$ cat src/rtl/motion_pkg.sv
// Motion detector shared definitions.
// State encoding and default parameter values.
package motion_pkg;

  localparam int          PERIOD_DEF   = 1000000;
  localparam int          TMO_DEF      = 4096;
  localparam logic [23:0] THRESH_DEF   = 24'h010000;
  localparam int          HITS_DEF     = 4;
  localparam int          CAL_LOG2_DEF = 3;

  localparam logic [2:0] ST_IDLE    = 3'd0;
  localparam logic [2:0] ST_WAIT    = 3'd1;
  localparam logic [2:0] ST_FETCH   = 3'd2;
  localparam logic [2:0] ST_COLLECT = 3'd3;
  localparam logic [2:0] ST_EVAL    = 3'd4;

  typedef enum logic [2:0] {
    IDLE    = ST_IDLE,
    WAIT    = ST_WAIT,
    FETCH   = ST_FETCH,
    COLLECT = ST_COLLECT,
    EVAL    = ST_EVAL
  } state_t;

endpackage

$ cat src/rtl/motion_baseline.sv
// Calibration accumulator and baseline register.
// Ports: clk, rst_n, add/sample in; baseline, calibrated out.
module motion_baseline
  import motion_pkg::*;
#(
  parameter int CAL_LOG2 = CAL_LOG2_DEF
) (
  input  logic        clk,
  input  logic        rst_n,
  input  logic        add,
  input  logic [23:0] sample,
  output logic [23:0] baseline,
  output logic        calibrated
);

  localparam int SW = 24 + CAL_LOG2;
  localparam int CW = CAL_LOG2 + 1;
  localparam logic [CW-1:0] LAST = CW'((1 << CAL_LOG2) - 1);

  logic [SW-1:0] sum_q;
  logic [SW-1:0] sum_n;
  logic [CW-1:0] cnt_q;

  assign sum_n = sum_q + SW'(sample);

  always_ff @(posedge clk) begin
    if (!rst_n) begin
      sum_q      <= '0;
      cnt_q      <= '0;
      baseline   <= '0;
      calibrated <= 1'b0;
    end else if (add && !calibrated) begin
      sum_q <= sum_n;
      cnt_q <= cnt_q + 1'b1;
      if (cnt_q == LAST) begin
        baseline   <= 24'(sum_n >> CAL_LOG2);
        calibrated <= 1'b1;
      end
    end
  end

endmodule

$ cat src/rtl/motion_detector.sv
// Periodic accelerometer sampler with baseline calibration and hit alarm.
// Ports: clk, rst_n, enable, clear, acc_* handshake in/out; alarm, calibrated, sample_err, dev out.
module motion_detector
  import motion_pkg::*;
#(
  parameter int          PERIOD   = PERIOD_DEF,
  parameter int          TMO      = TMO_DEF,
  parameter logic [23:0] THRESH   = THRESH_DEF,
  parameter int          HITS     = HITS_DEF,
  parameter int          CAL_LOG2 = CAL_LOG2_DEF
) (
  input  logic        clk,
  input  logic        rst_n,
  input  logic        enable,
  input  logic        clear,
  input  logic        acc_ready,
  output logic        acc_fetch,
  input  logic        acc_arrived,
  input  logic [23:0] acc,
  output logic        alarm,
  output logic        calibrated,
  output logic        sample_err,
  output logic [23:0] dev
);

  localparam int PW = $clog2(PERIOD + 1);
  localparam int TW = $clog2(TMO + 1);
  localparam logic [3:0] HMAX = 4'(HITS);

  state_t      state_q;
  state_t      state_n;
  logic [PW-1:0] per_q;
  logic [TW-1:0] tmo_q;
  logic [3:0]  hits_q;
  logic [3:0]  hits_n;
  logic [23:0] sample_q;
  logic [23:0] base;
  logic [23:0] dev_n;
  logic        timeout;
  logic        hit;
  logic        eval_run;
  logic        eval_cal;

  always_comb begin
    state_n   = state_q;
    acc_fetch = 1'b0;
    timeout   = 1'b0;
    unique case (state_q)
      IDLE: if (enable) state_n = WAIT;
      WAIT: begin
        if (!enable) state_n = IDLE;
        else if (per_q == '0) state_n = FETCH;
      end
      FETCH: begin
        if (acc_ready) begin
          acc_fetch = 1'b1;
          state_n   = COLLECT;
        end
      end
      COLLECT: begin
        if (acc_arrived) begin
          state_n = EVAL;
        end else if (tmo_q == TW'(TMO - 1)) begin
          timeout = 1'b1;
          state_n = WAIT;
        end
      end
      EVAL:    state_n = WAIT;
      default: state_n = IDLE;
    endcase
  end

  assign eval_cal = (state_q == EVAL) && !calibrated;
  assign eval_run = (state_q == EVAL) && calibrated;
  assign dev_n = (sample_q > base) ? sample_q - base : base - sample_q;
  assign hit = dev_n > THRESH;
  assign hits_n = !hit ? 4'd0 :
                  (hits_q == HMAX) ? hits_q : hits_q + 4'd1;

  always_ff @(posedge clk) begin
    if (!rst_n) begin
      state_q    <= IDLE;
      per_q      <= '0;
      tmo_q      <= '0;
      hits_q     <= '0;
      sample_q   <= '0;
      dev        <= '0;
      alarm      <= 1'b0;
      sample_err <= 1'b0;
    end else begin
      state_q <= state_n;
      // The fetch cycle itself counts as PERIOD-1, so the register
      // continues from PERIOD-2 and fetches land PERIOD cycles apart.
      if (acc_fetch) per_q <= PW'(PERIOD - 2);
      else if (per_q != '0) per_q <= per_q - 1'b1;
      if (acc_fetch) tmo_q <= '0;
      else if (state_q == COLLECT) tmo_q <= tmo_q + 1'b1;
      if (state_q == COLLECT && acc_arrived) sample_q <= acc;
      if (eval_run) dev <= dev_n;
      if (clear) begin
        alarm      <= 1'b0;
        sample_err <= 1'b0;
        hits_q     <= '0;
      end else begin
        if (timeout) sample_err <= 1'b1;
        if (eval_run) begin
          hits_q <= hits_n;
          if (hits_n == HMAX) alarm <= 1'b1;
        end
      end
    end
  end

  motion_baseline #(
    .CAL_LOG2 (CAL_LOG2)
  ) u_base (
    .clk        (clk),
    .rst_n      (rst_n),
    .add        (eval_cal),
    .sample     (sample_q),
    .baseline   (base),
    .calibrated (calibrated)
  );

endmodule

$ cat config.mk
export PLATFORM = sky130hd
export DESIGN_NAME = motion_detector
export DESIGN_NICKNAME = d
export VERILOG_FILES = /design/src/rtl/motion_pkg.sv /design/src/rtl/motion_baseline.sv /design/src/rtl/motion_detector.sv
export SDC_FILE = /design/constraint.sdc
export NUM_CORES = 1
export LEC_CHECK = 0
export CORE_MARGIN = 8
export CORE_UTILIZATION = 35
export CTS_CLUSTER_SIZE = 8
export DETAILED_ROUTE_END_ITERATION = 8
export MAX_ROUTING_LAYER = met4
export PLACE_DENSITY = 0.62
export SKIP_LAST_GASP = 1
export SLEW_MARGIN = 15
export SYNTH_ARGS = -nofsm -noshare
export SYNTH_HDL_FRONTEND = slang
export SYNTH_SLANG_ARGS = --single-unit
$ cat constraint.sdc
create_clock -name clk -period 4.6 [get_ports clk]
set_input_delay 0.92 -clock clk [delete_from_list [all_inputs] [get_ports clk]]
set_output_delay 0.92 -clock clk [all_outputs]
set_load 0.01 [all_outputs]
==> metrics.cfg <==
[status]
outcome = completed

[yosys]
synth_area_leaders = dfxtp_1, ha_1, a21oi_1
synthFlopType = dfxtp_1
synthCells = 1251
synth_area_um2 = 9490
synth_edf_count = 0
yosysWarnings = 0
synth_top_area_frac = 0.308
synth.avg_cell_area_um2 = 7.58
yosysUniqueCellTypes = 59
ys_seq_elements = 146
postSynth.asyncResetShare = 0
synthesis.nets = 1360
synth_top_cell_by_area = dfxtp_1
yosysSeqAreaShare = 0.308

[global_routing]
grt_start_max_net_pins = 79
antenna_found_initial = 0
grt_pass1_vias = 8227
grt_usage = 0.164
grt_overflow = 0
grt_pass1_wl_um = 43400

[floorplan]
io_pins = 58
die_area_um2 = 32600
coreArea_um2 = 26800
die_x_um = 181
die_y_um = 181
rows = 60
start_util = 0.354

[job]
drv_cap = 0

[timing]
finalClockSkew_ns = 0.0102
fin_setup_tns_ns = 0
final_hold_viol_count = 0
worstMarginPinSlew_ns = 0.933
finalMaxSlewViolations = 0
rsz0062_at_grt = no
setup_viol = 0
fmaxAchievable_ghz = 0.240
slew_headroom = 0.378
period_share = 0.906
min_period_ns = 4.17

[power]
comb_power_share = 0.238
p_clk_frac = 0.378
ir_drop_uv = 227
p_switching_mw = 1.17
p_per_area_nw_per_um2 = 340
p_seq_frac = 0.383
power_mw = 3.71
power_leakage_nw = 4.28
p_int_mw = 2.53
swShare = 0.317

[clock_network]
path_clk_slew_ns = 0.07
hold_buffers = 0
postCtsResizedCells = 0
postCtsSetupRepairBufs = 0
clock_latency_ns = 0.43
cts_htree_levels = 4
cts_sinks = 146
clock-root-buffer = clkbuf_16
cts_buffers = 17
cts.path.max_buffers = 2
cts_tree = done

[drt]
dr.pass1.iters = 6
routed_wl_um = 26300
via_per_inst = 5.33
wl_per_cell_um = 16.2
drt.antenna.violating_nets = 0
drc_errors = 0
vias = 8688
drt_iter0_markers = 700

[critical_path]
r2r_slack_ns = 0.43
crit_arrival_ns = 4.48
reg2regPathDepth = 14
critPathCapture = hits_q[1]
crit_start = sample_q[0]
critical_path_required_ns = 4.91
cp-end-kind = flip-flop
crit_type = reg -> reg
critPathMaxFanout = 10
critPathLaunchType = flip-flop
worst_r2r_endpoint = hits_q[1]
r2r-start = sample_q[0]

[final_layout]
syn_to_final_growth_pct = 15.0
diodes = 0
n_fill_cell = 2760
final_common_cell = nand2_1
seqCellArea_um2 = 2920
multi_input_area_um2 = 6040
nets = 1384
mostFrequentLayoutCells = nand2_1, a21oi_1, dfxtp_1
drive_gt1_frac = 0.0497

[place]
dp_hpwl_um = 19900
numPortBuffers = 57
routabilityCongestion = 0.940

[min_path]
hold_path_depth = 2
hold_class = reg -> reg

## metal layers
| layer | vias up | part of all wire | GRT usage |
|---|---|---|---|
| met4 | 0 | 0.020 | 0.0499 |
| met3 | 29 | 0.038 | 0.0254 |
| met1 | 4047 | 0.52 | 0.229 |
| li1 | 4409 | - | - |
| met2 | 203 | 0.42 | 0.241 |
| met5 | - | 0 | - |
## sequential cells by signal, summed over array words and instances (netlist names)
name	cells
u_base.sum_q	27
dev	24
sample_q	24
u_base.baseline	24
per_q	20
tmo_q	13
hits_q	4
u_base.cnt_q	4
state_q	3
alarm	1
sample_err	1
u_base.calibrated	1
## cell type report
type | instances | share of cell area
Multi-Input combinational cell | 969 | 0.554
Tap cell | 341 | 0.0391
Inverter | 70 | 0.0242
Sequential cell | 146 | 0.268
Clock inverter | 14 | 0.0139
Timing Repair Buffer | 71 | 0.0619
Clock buffer | 18 | 0.0393
## stage by stage
step	setup slack, ns	hold WS [ns]	area (µm²)	utilization	instances
final	0.434	0.459	10900	0.407	1629
after global routing	0.166	0.477	10900	0.407	1629
after CTS	0.500	0.461	10900	0.407	1629
after detailed placement	0.518	0.452	10300	0.385	1597
after global placement	0.684	0.444	10300	0.385	1597
after floorplan	1.22	0.436	9490	-	1251
## logic make-up (layout without fill, tap and decap cells)
kind of cell             Yosys count  count (layout)  synth area share
AO/OA/AOI/OAI                    348             348             0.224
flip-flops                       146             146             0.308
XOR/XNOR                          78              78            0.0720
adder cells (fa/ha/maj)           79              79             0.107
AND/OR/NAND/NOR                  447             447             0.216
buffers and inverters            136             173            0.0555
multiplexers                      17              17            0.0179
## critical path, cell delays in order, from the launching register on
cell      delay, ns
dfxtp_1        0.37
inv_1          0.06
ha_1           0.22
fa_1           0.41
nand3b_1       0.21
a21oi_1        0.31
nor3_1         0.14
nor3_1         0.58
nor2_1         0.36
or4_1          0.53
a31oi_1        0.18
o2111a_1       0.25
a31oi_1        0.11
nor2_1         0.19
o21ai_1        0.10
## synthesized netlist by cell type, types with 20 or more instances
master	instances
o21ai_0	46
clkbuf_1	58
nor2_1	128
a211oi_1	22
inv_1	69
xor2_1	32
a31oi_1	20
dfxtp_1	146
ha_1	76
a21oi_1	152
a21o_1	30
nand3_1	29
xnor2_1	46
nand2_1	170
nor3_1	20
## how the worst min path moves through the flow
stage | start | endpoint | slack [ns]
CTS | dev[8] | dev[8] | 0.46
floorplan | u_base.sum_q[2] | u_base.sum_q[2] | 0.44
global placement | u_base.sum_q[2] | u_base.sum_q[2] | 0.44
detailed placement | dev[8] | dev[8] | 0.45
global route | u_base.sum_q[14] | u_base.sum_q[14] | 0.48
finish | dev[1] | dev[1] | 0.46
## power by group through the flow
stage / combinational (mW) / clock, mW / sequential (mW)
6_report: 0.883 / 1.40 / 1.42
5_1_grt: 0.984 / 1.49 / 1.43
4_1_cts: 0.879 / 1.42 / 1.42
3_5_place_dp: 0.874 / 0 / 1.45
3_3_place_gp: 0.866 / 0 / 1.44
2_1_floorplan: 0.691 / 0 / 1.42
Power figures use the tool's default switching activity.
